**src/rtl/gpio_in_sampler.sv**
```systemverilog
// Input-side GPIO datapath: pad synchroniser, optional debounce (GPIO_DEBOUNCE_EN),
// mode-gated edge detection into a sticky write-1-to-clear status register and a level irq.
module gpio_in_sampler #(
  parameter int unsigned NUM_PINS        = 32,
  parameter int unsigned DEBOUNCE_CYCLES = 16
) (
  input  logic                    clk,
  input  logic                    rst_n,
  input  logic [NUM_PINS-1:0]     pad_in,
  input  logic [2*NUM_PINS-1:0]   pin_mode,
  input  logic [NUM_PINS-1:0]     ier_rise,
  input  logic [NUM_PINS-1:0]     ier_fall,
  input  logic [NUM_PINS-1:0]     isr_clr,
  output logic [NUM_PINS-1:0]     pin_value,
  output logic [NUM_PINS-1:0]     isr,
  output logic                    irq
);

  localparam logic [1:0] IO_IN = 2'd0;

  logic [NUM_PINS-1:0] r_sync1;
  logic [NUM_PINS-1:0] r_sync2;
  logic [NUM_PINS-1:0] r_prev;
  logic [NUM_PINS-1:0] r_isr;
  logic [NUM_PINS-1:0] w_committed;
  logic [NUM_PINS-1:0] w_elig;
  logic [NUM_PINS-1:0] w_rise;
  logic [NUM_PINS-1:0] w_fall;
  logic [NUM_PINS-1:0] w_evt;

  always_ff @(posedge clk or negedge rst_n) begin
    if (!rst_n) begin
      r_sync1 <= '0;
      r_sync2 <= '0;
    end else begin
      r_sync1 <= pad_in;
      r_sync2 <= r_sync1;
    end
  end

`ifdef GPIO_DEBOUNCE_EN
  localparam int unsigned CNT_W = $clog2(DEBOUNCE_CYCLES + 1);
  localparam logic [CNT_W-1:0] CNT_LAST = CNT_W'(DEBOUNCE_CYCLES - 1);

  logic [CNT_W-1:0]    r_cnt [NUM_PINS];
  logic [CNT_W-1:0]    w_cnt_d [NUM_PINS];
  logic [NUM_PINS-1:0] r_committed;
  logic [NUM_PINS-1:0] w_committed_d;

  // A pin commits only after sync2 has disagreed with the committed level for
  // DEBOUNCE_CYCLES consecutive cycles; any return to agreement restarts the count.
  always_comb begin
    w_committed_d = r_committed;
    for (int i = 0; i < NUM_PINS; i++) begin
      w_cnt_d[i] = '0;
      if (r_sync2[i] != r_committed[i]) begin
        if (r_cnt[i] == CNT_LAST) begin
          w_committed_d[i] = r_sync2[i];
        end else begin
          w_cnt_d[i] = r_cnt[i] + 1'b1;
        end
      end
    end
  end

  always_ff @(posedge clk or negedge rst_n) begin
    if (!rst_n) begin
      r_committed <= '0;
      for (int i = 0; i < NUM_PINS; i++) begin
        r_cnt[i] <= '0;
      end
    end else begin
      r_committed <= w_committed_d;
      for (int i = 0; i < NUM_PINS; i++) begin
        r_cnt[i] <= w_cnt_d[i];
      end
    end
  end

  assign w_committed = r_committed;
`else
  logic w_unused_debounce;

  assign w_unused_debounce = ^DEBOUNCE_CYCLES;
  assign w_committed       = r_sync2;
`endif

  always_ff @(posedge clk or negedge rst_n) begin
    if (!rst_n) begin
      r_prev <= '0;
    end else begin
      r_prev <= w_committed;
    end
  end

  always_comb begin
    w_elig = '0;
    for (int i = 0; i < NUM_PINS; i++) begin
      w_elig[i] = (pin_mode[2*i +: 2] == IO_IN);
    end
  end

  assign w_rise = w_committed & ~r_prev;
  assign w_fall = ~w_committed & r_prev;
  assign w_evt  = w_elig & ((w_rise & ier_rise) | (w_fall & ier_fall));

  // Set has priority over clear so an edge coincident with a clear is not lost.
  always_ff @(posedge clk or negedge rst_n) begin
    if (!rst_n) begin
      r_isr <= '0;
    end else begin
      r_isr <= w_evt | (r_isr & ~isr_clr);
    end
  end

  assign pin_value = w_committed;
  assign isr       = r_isr;
  assign irq       = |r_isr;

endmodule
```
**config.mk**
```make
export PLATFORM = sky130hd
export DESIGN_NAME = gpio_in_sampler
export DESIGN_NICKNAME = d
export VERILOG_FILES = /design/src/rtl/gpio_in_sampler.sv
export SDC_FILE = /design/constraint.sdc
export NUM_CORES = 1
export LEC_CHECK = 0
export CORE_ASPECT_RATIO = 1.75
export CORE_MARGIN = 3
export CORE_UTILIZATION = 35
export CTS_CLUSTER_SIZE = 8
export DETAILED_ROUTE_END_ITERATION = 10
export MAX_ROUTING_LAYER = met4
export PLACE_DENSITY_LB_ADDON = 0.15
export RECOVER_POWER = 25
export SYNTH_ARGS = -nofsm -noshare
export SYNTH_HDL_FRONTEND = slang
export SYNTH_SLANG_ARGS = --single-unit
export TNS_END_PERCENT = 10
```
**constraint.sdc**
```tcl
create_clock -name clk -period 1.4 [get_ports clk]
set_input_delay 0.35 -clock clk [delete_from_list [all_inputs] [get_ports clk]]
set_output_delay 0.35 -clock clk [all_outputs]
set_load 0.01 [all_outputs]
```
Word level (Yosys, flattened, before mapping)
Index checks and enable logic that the tools add are counted.
{ "op_classes": {"shifts": 0, "n_reduce_logical": 33, "magnitude_cmp": 0, "addsub": 0, "mul": 0, "mux": 0, "div_mod_pow": 0, "bitwise": 11, "eq_ne": 0} }
{ "ops": {"columns": ["operator", "n"], "rows": [
  ["32-bit bitwise AND", 6],
  ["32-bit inverter", 3],
  ["2-bit zero test", 32],
  ["32-bit bitwise OR", 2],
  ["32-bit OR reduction", 1]
]} }
{ "totals": {"out_inout_bits": 65, "n_memories": 0, "romBits": 0, "mem_bits_rw": 0, "latch_bits": 0, "elab_cells": 48, "input_bits": 194, "regBits": 128} }

Logic depth before layout (Yosys ltp)
{ "logic_depth": {"depth_word": 6, "mapped_depth": 3, "ltp_nobuf": 3} }

Worst setup path after synthesis
Ideal clock, no wire load.
{ "synth_timing": {"path_kind": "flip-flop to output port", "start": "reg r_isr[5] (netlist: isr[5])", "end": "out irq", "path_slack_ns": 0.015, "arrival_time_ns": 1.035, "path_stages_with_launch": 4, "n_path_buf": 0, "required_time_ns": 1.050, "path_cell_list": "dfrtp_1 -> nor4_1 -> nand4_1 -> or2_1"} }
{ "synth_between": {"elab_chain_cells": 1} }
{ "synth_rtl": {"columns": ["element", "line_no", "source"], "rows": [
  ["from (decl)", "24", "logic [NUM_PINS-1:0] r_isr;"],
  ["from (signal assigned)", "112", "r_isr <= w_evt | (r_isr & ~isr_clr);"],
  ["32-bit OR reduction", "118", "assign irq = |r_isr;"],
  ["to (decl)", "16", "output logic irq"]
]} }
Every way passes these cells.

Worst setup path after layout
{ "layout_timing": {"start": "reg r_isr[2] (netlist: isr[2])", "end": "out irq"} }
Same word-level chain as after synthesis.

==> flow_summary.yaml <==
outcome:
  status: "finished with violations"
  violations: "negative setup slack"
logic_synthesis:
  ys_ff_latch: 128
  ys_seq_area_share_pct: 74.9
  muxShareOfSynthArea_pct: 0
  synth.area.top_cells: "dfrtp_1 75%, o32ai_1 6.6%, nand3b_1 5.4%"
  yosys.area.top_type: "dfrtp_1"
  synth_area_mm2: 0.00428
  synthAdderAreaFrac_pct: 0
  synth_compound_area_share_pct: 12.2
  synth_top_area_share_pct: 74.9
  yosysWarnings: 0
  syn_avg_cell_area_um2: 14.3
  synth.distinct_cells: 11
  synthXorXnorAreaFrac_pct: 0
  synth_nets: 493
  synth_top_family_by_area: "compound AO/OA/AOI/OAI gates"
  synth-simple-area-share_pct: 10.1
  syn_inst: 299
detailed_routing:
  drc: 0
  wl_per_cell_um: 16.1
  drt-initial-drc-count: 70
  via_per_inst: 4.58
  postRouteAntennaNets: 0
  drt_pre_antenna_iters: 4
  num_vias: 3654
  wirelength_mm: 12.9
clock_network:
  cts_tree: "done"
  clk_pin_slew_ns: 0.05
  clk_latency_ns: 0.40
  cts_buffers: 17
  clockBufferDepth: 2
  root_buffer: "clkbuf_16"
  clock-sinks: 128
  cts_max_level: 4
setup_path:
  path_max_fanout: 2
  endpoint_kind: "output port"
  r2r_end: "isr[5]"
  cp.required_ns: 1.05
  critPathCapture: "irq"
  crit_start: "isr[2]"
  critPathLaunchType: "flip-flop"
  critPathKind: "reg -> out"
  arrival_ns: 1.72
  reg2reg_slack_ns: 0.21
  r2r_start: "r_prev[5]"
  r2r_cells: 3
sta:
  rsz0062_at_grt: "true"
  relSlewSlack_pct: 69.4
  hold_viol_final: 0
  fmax_mhz: 484
  period_share_pct: 148
  worst_slack_ns: -0.665
  skew_ns: 0.00646
  hold_ws_ns: 0.344
  finalSetupViolCount: 4
  min_period_ns: 2.07
  slew_violations: 0
  tightest_slew_ns: 0.458
floorplan:
  die_w_um: 89.6
  initial_utilization_pct: 36.3
  pin_count: 259
  num_rows: 52
  core-area_mm2: 0.0118
  die_h_um: 152
  die_area_mm2: 0.0136
grt:
  grt_pass1_wl_mm: 19.5
  grt_max_degree: 36
  grt_antenna_before_repair: 3
  first_global_vias: 4099
  grt_use_total_pct: 19.8
  overflow: 0
final_layout:
  fill_cells: 863
  finalNetCount: 815
  drive_gt1_share_pct: 17.9
  fin_util_pct: 69.5
  areaGrowthSynthToFinish_pct: 91.3
placed_design:
  gp_congestion: 0.800
  portBuffers: 258
  dpl.hpwl_mm: 10.2
power:
  pwr_density_cell_mw_per_mm2: 1160
  power.leakage_uw: 0.00374
  peakVddDrop_mv: 0.862
run:
  drv_cap: 0
worst_hold_path:
  hp-class: "reg -> reg"
[per-stage QoR]
step / setup WS [ns] / instance area [um^2] / cells / setup TNS (ns) / power (uW)
2_1_floorplan: 0.0151 / 4280 / 299 / 0 / 4310
3_3_place_gp: -0.699 / 7420 / 760 / -1.46 / 5350
3_5_place_dp: -0.679 / 7420 / 760 / -1.80 / 5380
4_1_cts: -0.698 / 8100 / 792 / -15.90 / 9620
5_1_grt: -0.784 / 8180 / 798 / -1.74 / 9900
6_report: -0.665 / 8180 / 798 / -0.902 / 9490
[routing by layer]
layer  track usage (%)  up-vias  wire length [um]
li1                  -     1714                 -
met1              18.5     1760              4140
met2              35.9      159              7480
met3              6.17       21               925
met4              7.52        0               331
met5                 -        -                 0
[flip-flops by register name, indices dropped and copies added, names as in the netlist]
signal and flops:
pin_value 32, r_prev 32, isr 32, r_sync1 32
[how the worst min path moves through the flow]
| stage | startpoint | to | slack (ns) | cells past startpoint |
|---|---|---|---|---|
| 6_report | r_sync1[23] | pin_value[23] | 0.34 | 0 |
| 3_3_place_gp | rst_n | r_sync1[24] | 0.28 | 1 |
| 2_1_floorplan | rst_n | isr[0] | 0.05 | 0 |
| 4_1_cts | r_sync1[23] | pin_value[23] | 0.35 | 0 |
| 3_5_place_dp | rst_n | r_sync1[15] | 0.28 | 1 |
| 5_1_grt | r_sync1[25] | pin_value[25] | 0.35 | 0 |
[Yosys cell counts]
master	instances
nand3b_1	31
or2_1	1
o21a_1	31
inv_1	32
nor4_2	1
nand2_1	33
dfrtp_1	128
nand4_1	2
o22a_1	1
nor4_1	7
o32ai_1	32
[cells by family (layout without fill, tap and decap cells)]
kind of cell / count (synthesis) / after routing
AO/OA/AOI/OAI: 64 / 64
flip-flops: 128 / 128
other: 0 / 3
buffers and inverters: 32 / 366
AND/OR/NAND/NOR: 75 / 75
[power breakdown]
| part | internal [uW] | total, uW | switching (uW) |
|---|---|---|---|
| sequential | 3900 | 4030 | 126 |
| clock | 2610 | 4170 | 1560 |
| combinational | 877 | 1290 | 414 |
| total | 7390 | 9490 | 2100 |
[what timing repair did]
action | 4_1_cts | 5_1_grt
cloned | 0 | 0
pin swaps | 2 | 4
hold buffers | 1 | 0
endpoints found under the setup margin | 65 | 63
gates resized for setup | 112 | 74
buffers inserted | 2 | 3
hold endpoints to repair | 16 | 0
[layout make-up]
| cell class | count | area, um^2 | share of cell area, % |
|---|---|---|---|
| repair buffers | 303 | 3090 | 37.8 |
| diodes | 3 | 7.51 | 0.0917 |
| well taps | 162 | 203 | 2.48 |
| inverters | 32 | 120 | 1.47 |
| multi-input cells | 139 | 987 | 12.1 |
| clock inverters | 13 | 141 | 1.73 |
| flip-flops and latches | 128 | 3200 | 39.1 |
| clock buffers | 18 | 429 | 5.24 |
[cells in the final DEF, fill, tap and decap left out]
master	synthesis	final
inv_1	32	32
or2_1	1	1
inv_6	0	1
o21a_1	31	31
clkbuf_1	0	1
nor4_4	0	1
o32ai_1	32	32
buf_2	0	2
clkinv_2	0	2
clkbuf_2	0	10
nor4_1	7	3
clkinvlp_4	0	6
dlygate4sd3_1	0	33
o22a_1	1	1
nand4_1	2	2
nand3b_1	31	31
clkdlybuf4s50_1	0	160
bufinv_16	0	2
clkbuf_16	0	17
buf_4	0	21
diode_2	0	3
buf_6	0	41
nand2_1	33	33
nor4_2	1	4
buf_12	0	4
dfrtp_1	128	128
dlymetal6s2s_1	0	32
clkinv_4	0	2
[critical path: stages, from the launching register on]
cell     delay (ns)
dfrtp_1        0.38
nor4_2         0.27
buf_4          0.15
nand4_1        0.14
or2_1          0.26
buf_6          0.12
Note: power is estimated with default switching activity, not from simulation.
